===== src/rtl/mem_wb_pipe_stage_pkg.sv =====
// mem_wb_pipe_stage_pkg: shared pipeline-stage constants, control bit indices and occupancy encoding
package mem_wb_pipe_stage_pkg;
  localparam int DATA_W_DEF = 32;
  localparam int RD_W_DEF = 5;
  localparam int CTRL_REGWRITE = 0;
  localparam int CTRL_MEMTOREG = 1;
  typedef enum logic [1:0] {EMPTY = 2'd0, ONE = 2'd1, TWO = 2'd2} occ_e;
endpackage


===== src/rtl/pipe_skid_buffer.sv =====
// pipe_skid_buffer: generic two-entry valid/ready skid buffer with flush and occupancy
module pipe_skid_buffer
  import mem_wb_pipe_stage_pkg::*;
#(
  parameter int W = 8
) (
  input  logic         clk,
  input  logic         reset,
  input  logic         flush,
  input  logic         in_valid,
  output logic         in_ready,
  input  logic [W-1:0] in_data,
  output logic         out_valid,
  input  logic         out_ready,
  output logic [W-1:0] out_data,
  output logic [1:0]   occupancy
);
  occ_e         r_state;
  logic [W-1:0] r_main;
  logic [W-1:0] r_skid;
  logic         w_in_fire;
  logic         w_out_fire;
  // in_ready never looks at out_ready, so upstream sees no combinational backpressure path
  assign in_ready   = (r_state != TWO) & ~flush & ~reset;
  assign out_valid  = (r_state != EMPTY);
  assign out_data   = r_main;
  assign occupancy  = r_state;
  assign w_in_fire  = in_valid & in_ready;
  assign w_out_fire = out_valid & out_ready;
  always_ff @(posedge clk) begin
    if (reset) begin
      r_state <= EMPTY;
      r_main  <= '0;
      r_skid  <= '0;
    end else if (flush) begin
      r_state <= EMPTY;
    end else begin
      case (r_state)
        EMPTY: if (w_in_fire) begin
          r_state <= ONE;
          r_main  <= in_data;
        end
        ONE: if (w_in_fire && w_out_fire) begin
          r_main <= in_data;
        end else if (w_in_fire) begin
          r_state <= TWO;
          r_skid  <= in_data;
        end else if (w_out_fire) begin
          r_state <= EMPTY;
        end
        TWO: if (w_out_fire) begin
          r_state <= ONE;
          r_main  <= r_skid;
        end
        default: r_state <= EMPTY;
      endcase
    end
  end
endmodule


===== src/rtl/mem_wb_pipe_stage.sv =====
// mem_wb_pipe_stage: MEM->WB stage register with skid-buffered flow control and bubble-gated control
module mem_wb_pipe_stage
  import mem_wb_pipe_stage_pkg::*;
#(
  parameter int DATA_W = DATA_W_DEF,
  parameter int CTRL_W = 2,
  parameter int RD_W   = RD_W_DEF
) (
  input  logic              clk,
  input  logic              reset,
  input  logic              flush,
  input  logic              in_valid,
  output logic              in_ready,
  input  logic [CTRL_W-1:0] in_ctrl,
  input  logic [DATA_W-1:0] in_mem_data,
  input  logic [DATA_W-1:0] in_alu_out,
  input  logic [RD_W-1:0]   in_rd,
  output logic              out_valid,
  input  logic              out_ready,
  output logic [CTRL_W-1:0] out_ctrl,
  output logic [DATA_W-1:0] out_mem_data,
  output logic [DATA_W-1:0] out_alu_out,
  output logic [RD_W-1:0]   out_rd,
  output logic [1:0]        occupancy
);
  localparam int P = CTRL_W + 2 * DATA_W + RD_W;
  logic [P-1:0]      w_in;
  logic [P-1:0]      w_out;
  logic [CTRL_W-1:0] w_ctrl;
  assign w_in = {in_ctrl, in_mem_data, in_alu_out, in_rd};
  pipe_skid_buffer #(.W(P)) u_skid (
    .clk       (clk),
    .reset     (reset),
    .flush     (flush),
    .in_valid  (in_valid),
    .in_ready  (in_ready),
    .in_data   (w_in),
    .out_valid (out_valid),
    .out_ready (out_ready),
    .out_data  (w_out),
    .occupancy (occupancy)
  );
  assign {w_ctrl, out_mem_data, out_alu_out, out_rd} = w_out;
  // flushed payload stays in the register, so empty slots must still read as a bubble
  assign out_ctrl = out_valid ? w_ctrl : '0;
endmodule

===== config.mk =====
export PLATFORM = sky130hd
export DESIGN_NAME = mem_wb_pipe_stage
export DESIGN_NICKNAME = d
export VERILOG_FILES = /design/src/rtl/mem_wb_pipe_stage_pkg.sv /design/src/rtl/pipe_skid_buffer.sv /design/src/rtl/mem_wb_pipe_stage.sv
export SDC_FILE = /design/constraint.sdc
export NUM_CORES = 1
export LEC_CHECK = 0
export CELL_PAD_IN_SITES_DETAIL_PLACEMENT = 1
export CELL_PAD_IN_SITES_GLOBAL_PLACEMENT = 1
export CORE_MARGIN = 2
export CORE_UTILIZATION = 36
export DETAILED_ROUTE_END_ITERATION = 8
export GPL_TIMING_DRIVEN = 0
export MAX_ROUTING_LAYER = met4
export PLACE_DENSITY = 0.85
export SLEW_MARGIN = 20
export SYNTH_ARGS = -nofsm -noshare
export SYNTH_HDL_FRONTEND = slang
export SYNTH_SLANG_ARGS = --single-unit
export TNS_END_PERCENT = 100

===== constraint.sdc =====
create_clock -name clk -period 1.7 [get_ports clk]
set_clock_uncertainty 0.15 [all_clocks]
set_input_delay 0.34 -clock clk [delete_from_list [all_inputs] [get_ports clk]]
set_output_delay 0.34 -clock clk [all_outputs]
set_load 0.1 [all_outputs]

* After elaboration in Yosys (flattened, before gate mapping)
Index checks and enable logic that the tools add are counted.
** Word-level totals
- Output and inout port bits :: 75
- Word-level logic and storage cells :: 37
- Bits in registers :: 144
- Input bits :: 76
** Operators by class
- Reductions and logical operators :: 8
- Multiplexer cells :: 11
- Bitwise logic cells :: 7
- Equal/unequal tests :: 8
** Operators by type and width (count)
- $mux W71 :: 3
- $pmux W71 S3 :: 1
- $mux W2 :: 6
- $reduce_and A4 Y1 :: 2
- $ne A2 B1 Y1 const B :: 3
- $pmux W2 S3 :: 1
- $reduce_and A5 Y1 :: 1
- $and A1 B1 Y1 :: 4
- $ne A2 B2 Y1 const B :: 2
- $ne A3 B1 Y1 const B :: 1
- $not A1 Y1 :: 3
- $reduce_bool A3 Y1 :: 1
- $eq A2 B1 Y1 const B :: 1
- $eq A2 B2 Y1 const B :: 1
- $logic_not A2 Y1 :: 1
- $reduce_bool A2 Y1 :: 1
- $reduce_or A2 Y1 :: 1
- $logic_and A1 B1 Y1 :: 1

* Logic depth before layout (Yosys ltp)
Gate-level depths: netlist of run 1.
- Depth in word-level cells :: 7
- Depth in mapped cells :: 7
- Gate-level depth less buffers :: 3

* Cells and area by module
Synthesis of run 1 repeated with hierarchy kept, for this count alone.
** Second synthesis, totals
- Cell total of the unflattened synthesis :: 687
- Area, all modules :: 6875.3 um^2
** By module, submodules not included
- pipe_skid_buffer :: instances 1, seq. area each 2882.8 um^2, cells an instance 685, area each 6862.8 um^2
- mem_wb_pipe_stage :: instances 1, seq. area each 0.0 um^2, cells an instance 2, area each 12.5 um^2

* Worst setup path after synthesis of run 1
No wires, ideal clock.
- Kind :: register -> output
- Start :: reg u_skid.r_state[0], in the netlist u_skid.occupancy[0]
- End :: out out_ctrl[0]
- Path buffers :: 0
- Data required time :: 1.210 ns
- Slack :: -1.282 ns
- Cell stages (with the launch flop) :: 3
- Arrival time :: 2.492 ns
- Cells stage by stage :: dfxtp_1 or2_2 and2_1
** On the way
- Word-level cells in the longest chain between the ends :: 2
** RTL lines
- from (decl) :: line pipe_skid_buffer.sv:18 : occ_e r_state;
- from (signal assigned) :: line pipe_skid_buffer.sv:32 : r_state <= EMPTY;
- from (signal assigned) :: line pipe_skid_buffer.sv:36 : r_state <= EMPTY;
- from (signal assigned) :: line pipe_skid_buffer.sv:40 : r_state <= ONE;
- $reduce_bool A2 Y1 :: line pipe_skid_buffer.sv:25 : assign out_valid = (r_state != EMPTY);
- named net out_valid :: line mem_wb_pipe_stage.sv:18 : output logic out_valid,
- $mux W2 :: line mem_wb_pipe_stage.sv:45 : assign out_ctrl = out_valid ? w_ctrl : '0;
- to (decl) :: line mem_wb_pipe_stage.sv:20 : output logic [CTRL_W-1:0] out_ctrl,
The timed path passes the listed nets, and every way through them passes these cells.

* Worst setup path after layout of run 1
- Start :: reg u_skid.r_state[1], in the netlist u_skid.occupancy[1]
- End :: reg u_skid.r_main[65], in the netlist u_skid.out_data[65]
** On the way
- Word-level cells in the longest chain between the ends :: 7
- Elaborated cells on any way between the ends :: 16
- Those cells by class :: 6 x eq/ne; 1 x mux; 4 x bitwise; 5 x reduce/logical
** RTL lines
- $ne A2 B2 Y1 :: line pipe_skid_buffer.sv:24 : assign in_ready = (r_state != TWO) & ~flush & ~reset;
- $and A1 B1 Y1 (2 in series) :: line pipe_skid_buffer.sv:24
- $and A1 B1 Y1 :: line pipe_skid_buffer.sv:28 : assign w_in_fire = in_valid & in_ready;
- $logic_and A1 B1 Y1 :: line pipe_skid_buffer.sv:43 : ONE: if (w_in_fire && w_out_fire) begin
- $ne A2 B1 Y1 (no source line)
- $reduce_and A5 Y1 (no source line)
- to (signal assigned) :: line pipe_skid_buffer.sv:41 : r_main <= in_data;
- to (signal assigned) :: line pipe_skid_buffer.sv:44 : r_main <= in_data;
- to (signal assigned) :: line pipe_skid_buffer.sv:53 : r_main <= r_skid;
- to (decl) :: line pipe_skid_buffer.sv:19 : logic [W-1:0] r_main;
Parallel ways exist; a longest one is shown, timed or not.
A chain may end at the register's enable or synchronous reset.

==> qor.csv, run 1 <==
metric,value,unit
nFillCells,2014,
ios,151,
drtPass1Iterations,5,
layout_setup_ws,-0.366,ns
p_per_area,818,nW/um2
detail_route.vias_per_cell,5.87,
floorplan.initialDensity,36.7,%
cts_sinks,144,
seq_area_frac_synth,39.0,%
drive_gt1_share,61.6,%
io_buffer_count,149,
totalWireLength,32.8,mm
synth_top_area_share,39.0,%
layout.cells.non_filler,1248,
syn_inst,756,
synthDistinctLibCells,31,
p_leak,0.00464,uW
die_x,147,um
wl_per_cell,26.3,um
syn_area,7390,um2
grt_max_degree,17,
maxCapViolCount,0,
fin_crit_sh,122,%
grt_usage,27.2,%
arrival,2.23,ns
layout_commonest_cell,dfxtp_1,
postSynthAreaPerCell,9.78,um2
clk_pin_slew,0.06,ns
tightest_slew,0.903,ns
core,20200,um2
worstPathMaxFanout,10,
fin_nets,1041,
insertion_delay,0.44,ns
crit_type,reg -> reg,
end_kind,register,
final_hold_viol_count,0,
relSlewSlack,39.8,%
cp_num_buf_inv,5,
hold_path_class,in -> reg,
irDropWorstVdd,717,uV
die_h,147,um
maxSlewViolCount,0,
antenna_cells,0,
ant_nets,0,
path_cells,buf_6 -> buf_6 -> nor4bb_4 -> buf_6 -> buf_4 -> buf_8 -> a311oi_2 -> a211oi_2,
tns,-26.64,ns
overflow,0,
max_freq,0.484,GHz
crit_top_cell,buf_6,
synthTopCellsByArea,"dfxtp_1, a211oi_2, mux2i_1",
num_rows,52,
yosysWarningCount,0,
area_growth,68.3,%
drtIter0Drc,361,
die_area,21700,um2
gp_congestion,0.767,
setup_viol,152,
place_inst,1175,
place_hpwl,16.5,mm
yosys.area.top_type,dfxtp_1,
cts_tree,done,
ys_ff_latch,144,
clk_path_buf_depth,2,
synth.net_count,832,
outcome,finished with violations,
worstPathRequired,1.86,ns
vias,7323,
crit_slowest_cell,a211oi_2,
cts_max_level,4,
critPathMaxStageDelay,0.38,ns
rsz0062_at_grt,true,
critPathLaunchType,register,
grt_pass1_wl,44.8,mm
hold_slack,0.209,ns
violations,setup timing,
dpl_worst_slack,-1.84,ns
cts_root_buffer,clkbuf_16,
min_period,2.07,ns
numCtsBuffers,17,
layout_common_cells,"dfxtp_1, buf_4, clkdlybuf4s50_1",
grt_pass1_vias,7740,
antenna_found_initial,0,
crit_family,buffers and inverters,
post-route-drc-count,0,
-- where the power goes --
| group | internal, uW | total, uW | switching (uW) |
|---|---|---|---|
| combinational | 868 | 2400 | 1530 |
| sequential | 3470 | 3570 | 93.2 |
| clock | 2610 | 4220 | 1600 |
-- cell families after synthesis --
| family | Yosys count | synth area share (%) |
|---|---|---|
| AO/OA/AOI/OAI | 288 | 30.4 |
| buffers and inverters | 164 | 14.4 |
| flip-flops | 144 | 39.0 |
| AND/OR/NAND/NOR | 88 | 6.48 |
| multiplexers | 72 | 9.75 |
-- stage by stage --
stage / total power (uW) / utilization [%] / cell area (um2)
floorplan: 4940 / - / 7420
global placement: 5490 / 45.9 / 9250
detailed placement: 5520 / 45.9 / 9250
CTS: 9880 / 56.3 / 11400
global route: 10400 / 61.7 / 12400
finish: 10200 / 61.7 / 12400
-- registers in the layout, indices dropped and copies added, names as in the netlist --
name / cells
u_skid.occupancy: 2
u_skid.r_skid: 71
u_skid.out_data: 71
-- final timing paths --
path	from	endpoint	slack [ns]	cells after the start
worst max register to register	u_skid.occupancy[1]$_SDFFE_PP0P_	u_skid.out_data[65]$_SDFFE_PP0P_	-0.37	8
worst max-delay path	u_skid.occupancy[1]$_SDFFE_PP0P_	u_skid.out_data[65]$_SDFFE_PP0P_	-0.37	8
worst min register to register	u_skid.r_skid[20]$_SDFFE_PP0P_	u_skid.r_skid[20]$_SDFFE_PP0P_	0.32	2
worst min-delay path	in_valid	u_skid.occupancy[1]$_SDFFE_PP0P_	0.21	3
-- final cells by class --
type	count	area [um2]	share of cell area [%]
Multi-Input combinational cell	449	5000	40.2
Sequential cell	144	2890	23.2
Timing Repair Buffer	196	2220	17.8
Buffer	157	1350	10.9
Clock buffer	23	488	3.92
Tap cell	270	338	2.71
Clock inverter	9	153	1.23
-- cells in the mapped netlist --
master	count
nand2_1	1
mux2i_1	72
dfxtp_1	144
a31o_1	1
a21oi_1	72
and4bb_2	1
a211oi_1	2
buf_6	3
nor2b_1	1
clkbuf_1	56
buf_12	7
o21ai_0	71
nand3_1	71
nor2_1	2
nor2_2	1
or2_2	1
or3b_2	1
nand3b_1	1
or2_1	1
clkbuf_2	2
a311oi_1	71
nor4bb_2	1
clkbuf_4	6
a211oi_2	70
and2_1	3
nand2b_1	2
buf_4	71
o21a_1	1
buf_1	1
nand4bb_1	1
buf_2	18
-- worst register-to-register path, delay by kind of cell, from the launching register on --
kind	cells	cell delay [ns]
AND/OR/NAND/NOR	1	0.25
flip-flops	1	0.35
buffers and inverters	5	0.73
AO/OA/AOI/OAI	2	0.47
-- metal layers --
metal / vias up / share of wire [%] / GRT usage [%]
li1: 3247 / - / -
met1: 3716 / 40 / 31.6
met2: 264 / 52 / 47.9
met3: 96 / 3.6 / 4.04
met4: 0 / 4.4 / 9.81
met5: - / 0 / -
-- repair_timing --
item	in CTS	in global routing
setup endpoints to repair	218	174
buffers inserted	24	12
resized for setup	684	344
cloned	22	0
hold buffers	0	0
pin swaps	67	84
(Power assumes the default switching activity.)
==> run 2, diff against run 1 <==
--- a/config.mk
+++ b/config.mk
@@ -11,7 +11,6 @@
 export CORE_UTILIZATION = 36
 export DETAILED_ROUTE_END_ITERATION = 8
 export GPL_TIMING_DRIVEN = 0
-export MAX_ROUTING_LAYER = met4
 export PLACE_DENSITY = 0.85
 export SLEW_MARGIN = 20
 export SYNTH_ARGS = -nofsm -noshare
==> run 2 against run 1 <==
Compared with the run above: the run still ends with setup timing left; sequential power about the same; sequential cell count unchanged; via count up 0.40%; routed wire length increased by 0.50%; die area unchanged; design area grew 0.25%; global-route usage down 0.77 points; critical path type unchanged; non-clock buffer count did not move; register-to-register slack improved by 0.05 ns; clock-buffer cell count unchanged; critical endpoint unchanged; clock power about the same; critical path depth unchanged.
==> qor.csv, run 2 (same netlist as run 1, synthesis figures left out) <==
metric,value,unit
max_freq,0.497,GHz
clk_path_buf_depth,2,
p_int,6960,uW
numCtsBuffers,17,
cts_max_level,4,
cp_num_buf_inv,5,
swShare,31.6,%
ant_nets,0,
area_growth,68.7,%
num_rows,52,
drtIter0Drc,365,
die_area,21700,um2
layout_setup_ws,-0.311,ns
drive_gt1_share,61.8,%
arrival,2.18,ns
grt_usage,26.4,%
relSlewSlack,39.4,%
p_total,10200,uW
met2_usage,47.8,%
die_h,147,um
worstPathMaxFanout,8,
crit_top_cell,buf_6,
antenna_found_initial,2,
outcome,finished with violations,
insertion_delay,0.43,ns
clkPwrFrac,41.2,%
layout_common_cells,"dfxtp_1, buf_4, clkdlybuf4s50_1",
place_hpwl,16.5,mm
crit_slowest_cell,dfxtp_4,
drtPass1Iterations,4,
fin_nets,1041,
crit_type,reg -> reg,
grt_pass1_wl,44.8,mm
setup_viol,149,
die_x,147,um
met1_usage,31.6,%
fin_crit_sh,118,%
final_hold_viol_count,0,
tns,-23.69,ns
violations,setup timing,
crit_family,buffers and inverters,
path_cells,buf_6 -> buf_6 -> nor4bb_4 -> buf_6 -> a31o_4 -> buf_12 -> buf_12 -> a211oi_2,
core,20200,um2
cts_tree,done,
pwr-share-comb,23.7,%
irDropWorstVdd,880,uV
cts_root_buffer,clkbuf_16,
switchingPower,3210,uW
top_usage_layer,met2,
worstPathRequired,1.87,ns
p_per_area,815,nW/um2
hold_path_class,in -> reg,
maxSlewViolCount,0,
clk_pin_slew,0.06,ns
tightest_slew,0.909,ns
p_leak,0.00465,uW
rsz0062_at_grt,true,
overflow,0,
grt_max_degree,17,
post-route-drc-count,0,
vias,7352,
gp_congestion,0.757,
min_period,2.01,ns
grt_util_met3,4.04,%
detail_route.vias_per_cell,5.88,
critPathMaxStageDelay,0.34,ns
wl_per_cell,26.4,um
maxCapViolCount,0,
power_frac_seq,35.1,%
layout_commonest_cell,dfxtp_1,
grt_pass1_vias,7747,
floorplan.initialDensity,36.7,%
io_buffer_count,149,
cts_sinks,144,
critPathLaunchType,register,
ios,151,
totalWireLength,33.0,mm
end_kind,register,
[run 2: worst paths after layout]
| kind | cells past startpoint | to | slack, ns | start |
|---|---|---|---|---|
| setup / recovery | 8 | u_skid.out_data[65]$_SDFFE_PP0P_ | -0.31 | u_skid.occupancy[1]$_SDFFE_PP0P_ |
| hold / removal | 3 | u_skid.occupancy[1]$_SDFFE_PP0P_ | 0.23 | in_valid |
| setup reg to reg | 8 | u_skid.out_data[65]$_SDFFE_PP0P_ | -0.31 | u_skid.occupancy[1]$_SDFFE_PP0P_ |
| hold reg to reg | 2 | u_skid.r_skid[32]$_SDFFE_PP0P_ | 0.32 | u_skid.r_skid[32]$_SDFFE_PP0P_ |
[run 2: repair_timing]
action | in CTS | in global routing
hold buffers | 0 | 0
cloned | 22 | 0
gates resized for setup | 684 | 351
buffers inserted | 24 | 12
endpoints found under the setup margin | 218 | 175
pin swaps | 67 | 83
[run 2: power groups by stage]
| stage | combinational [uW] | sequential (uW) | clock, uW |
|---|---|---|---|
| 6_report | 2410 | 3570 | 4200 |
| 5_1_grt | 2480 | 3580 | 4340 |
| 4_1_cts | 2170 | 3560 | 4160 |
| 3_5_place_dp | 1900 | 3620 | 0 |
| 3_3_place_gp | 1870 | 3610 | 0 |
| 2_1_floorplan | 1340 | 3600 | 0 |
[run 2: layout make-up]
type	instances	area, um2
diodes	2	5.00
plain buffers	157	1360
repair buffers	196	2240
clock inverters	9	153
fillers	2024	7690
multi-input cells	449	5010
well taps	270	338
clock buffers	23	488
flip-flops and latches	144	2890
[run 2: through the flow]
step           utilization, %  setup slack [ns]  cell area, um2  hold WS, ns  cells
2_1_floorplan               -            -0.191            7420        0.253    756
3_3_place_gp             45.9             -1.81            9250        0.309   1175
3_5_place_dp             45.9             -1.84            9250        0.320   1175
4_1_cts                  56.3            -0.299           11400        0.229   1251
5_1_grt                  61.9            -0.321           12500        0.235   1250
6_report                 61.9            -0.311           12500        0.233   1250
[run 2: worst register-to-register path, stage by stage (launching register included)]
cell	delay [ns]
dfxtp_4	0.34
buf_6	0.13
buf_6	0.13
nor4bb_4	0.15
buf_6	0.15
a31o_4	0.24
buf_12	0.17
buf_12	0.15
a211oi_2	0.29
[run 2: routing by layer]
layer  share of wire (%)  wire [um]
met2                  53      17600
met5                   0          0
met1                  39      12800
met3                 3.9       1270
met4                 3.8       1270
==> run 3, diff against run 2 <==
--- a/config.mk
+++ b/config.mk
@@ -5,6 +5,7 @@
 export SDC_FILE = /design/constraint.sdc
 export NUM_CORES = 1
 export LEC_CHECK = 0
+export CAP_MARGIN = 10
 export CELL_PAD_IN_SITES_DETAIL_PLACEMENT = 1
 export CELL_PAD_IN_SITES_GLOBAL_PLACEMENT = 1
 export CORE_MARGIN = 2
==> results of run 3 <==
Final layout, timing and power as in run 2 (identical DEF).
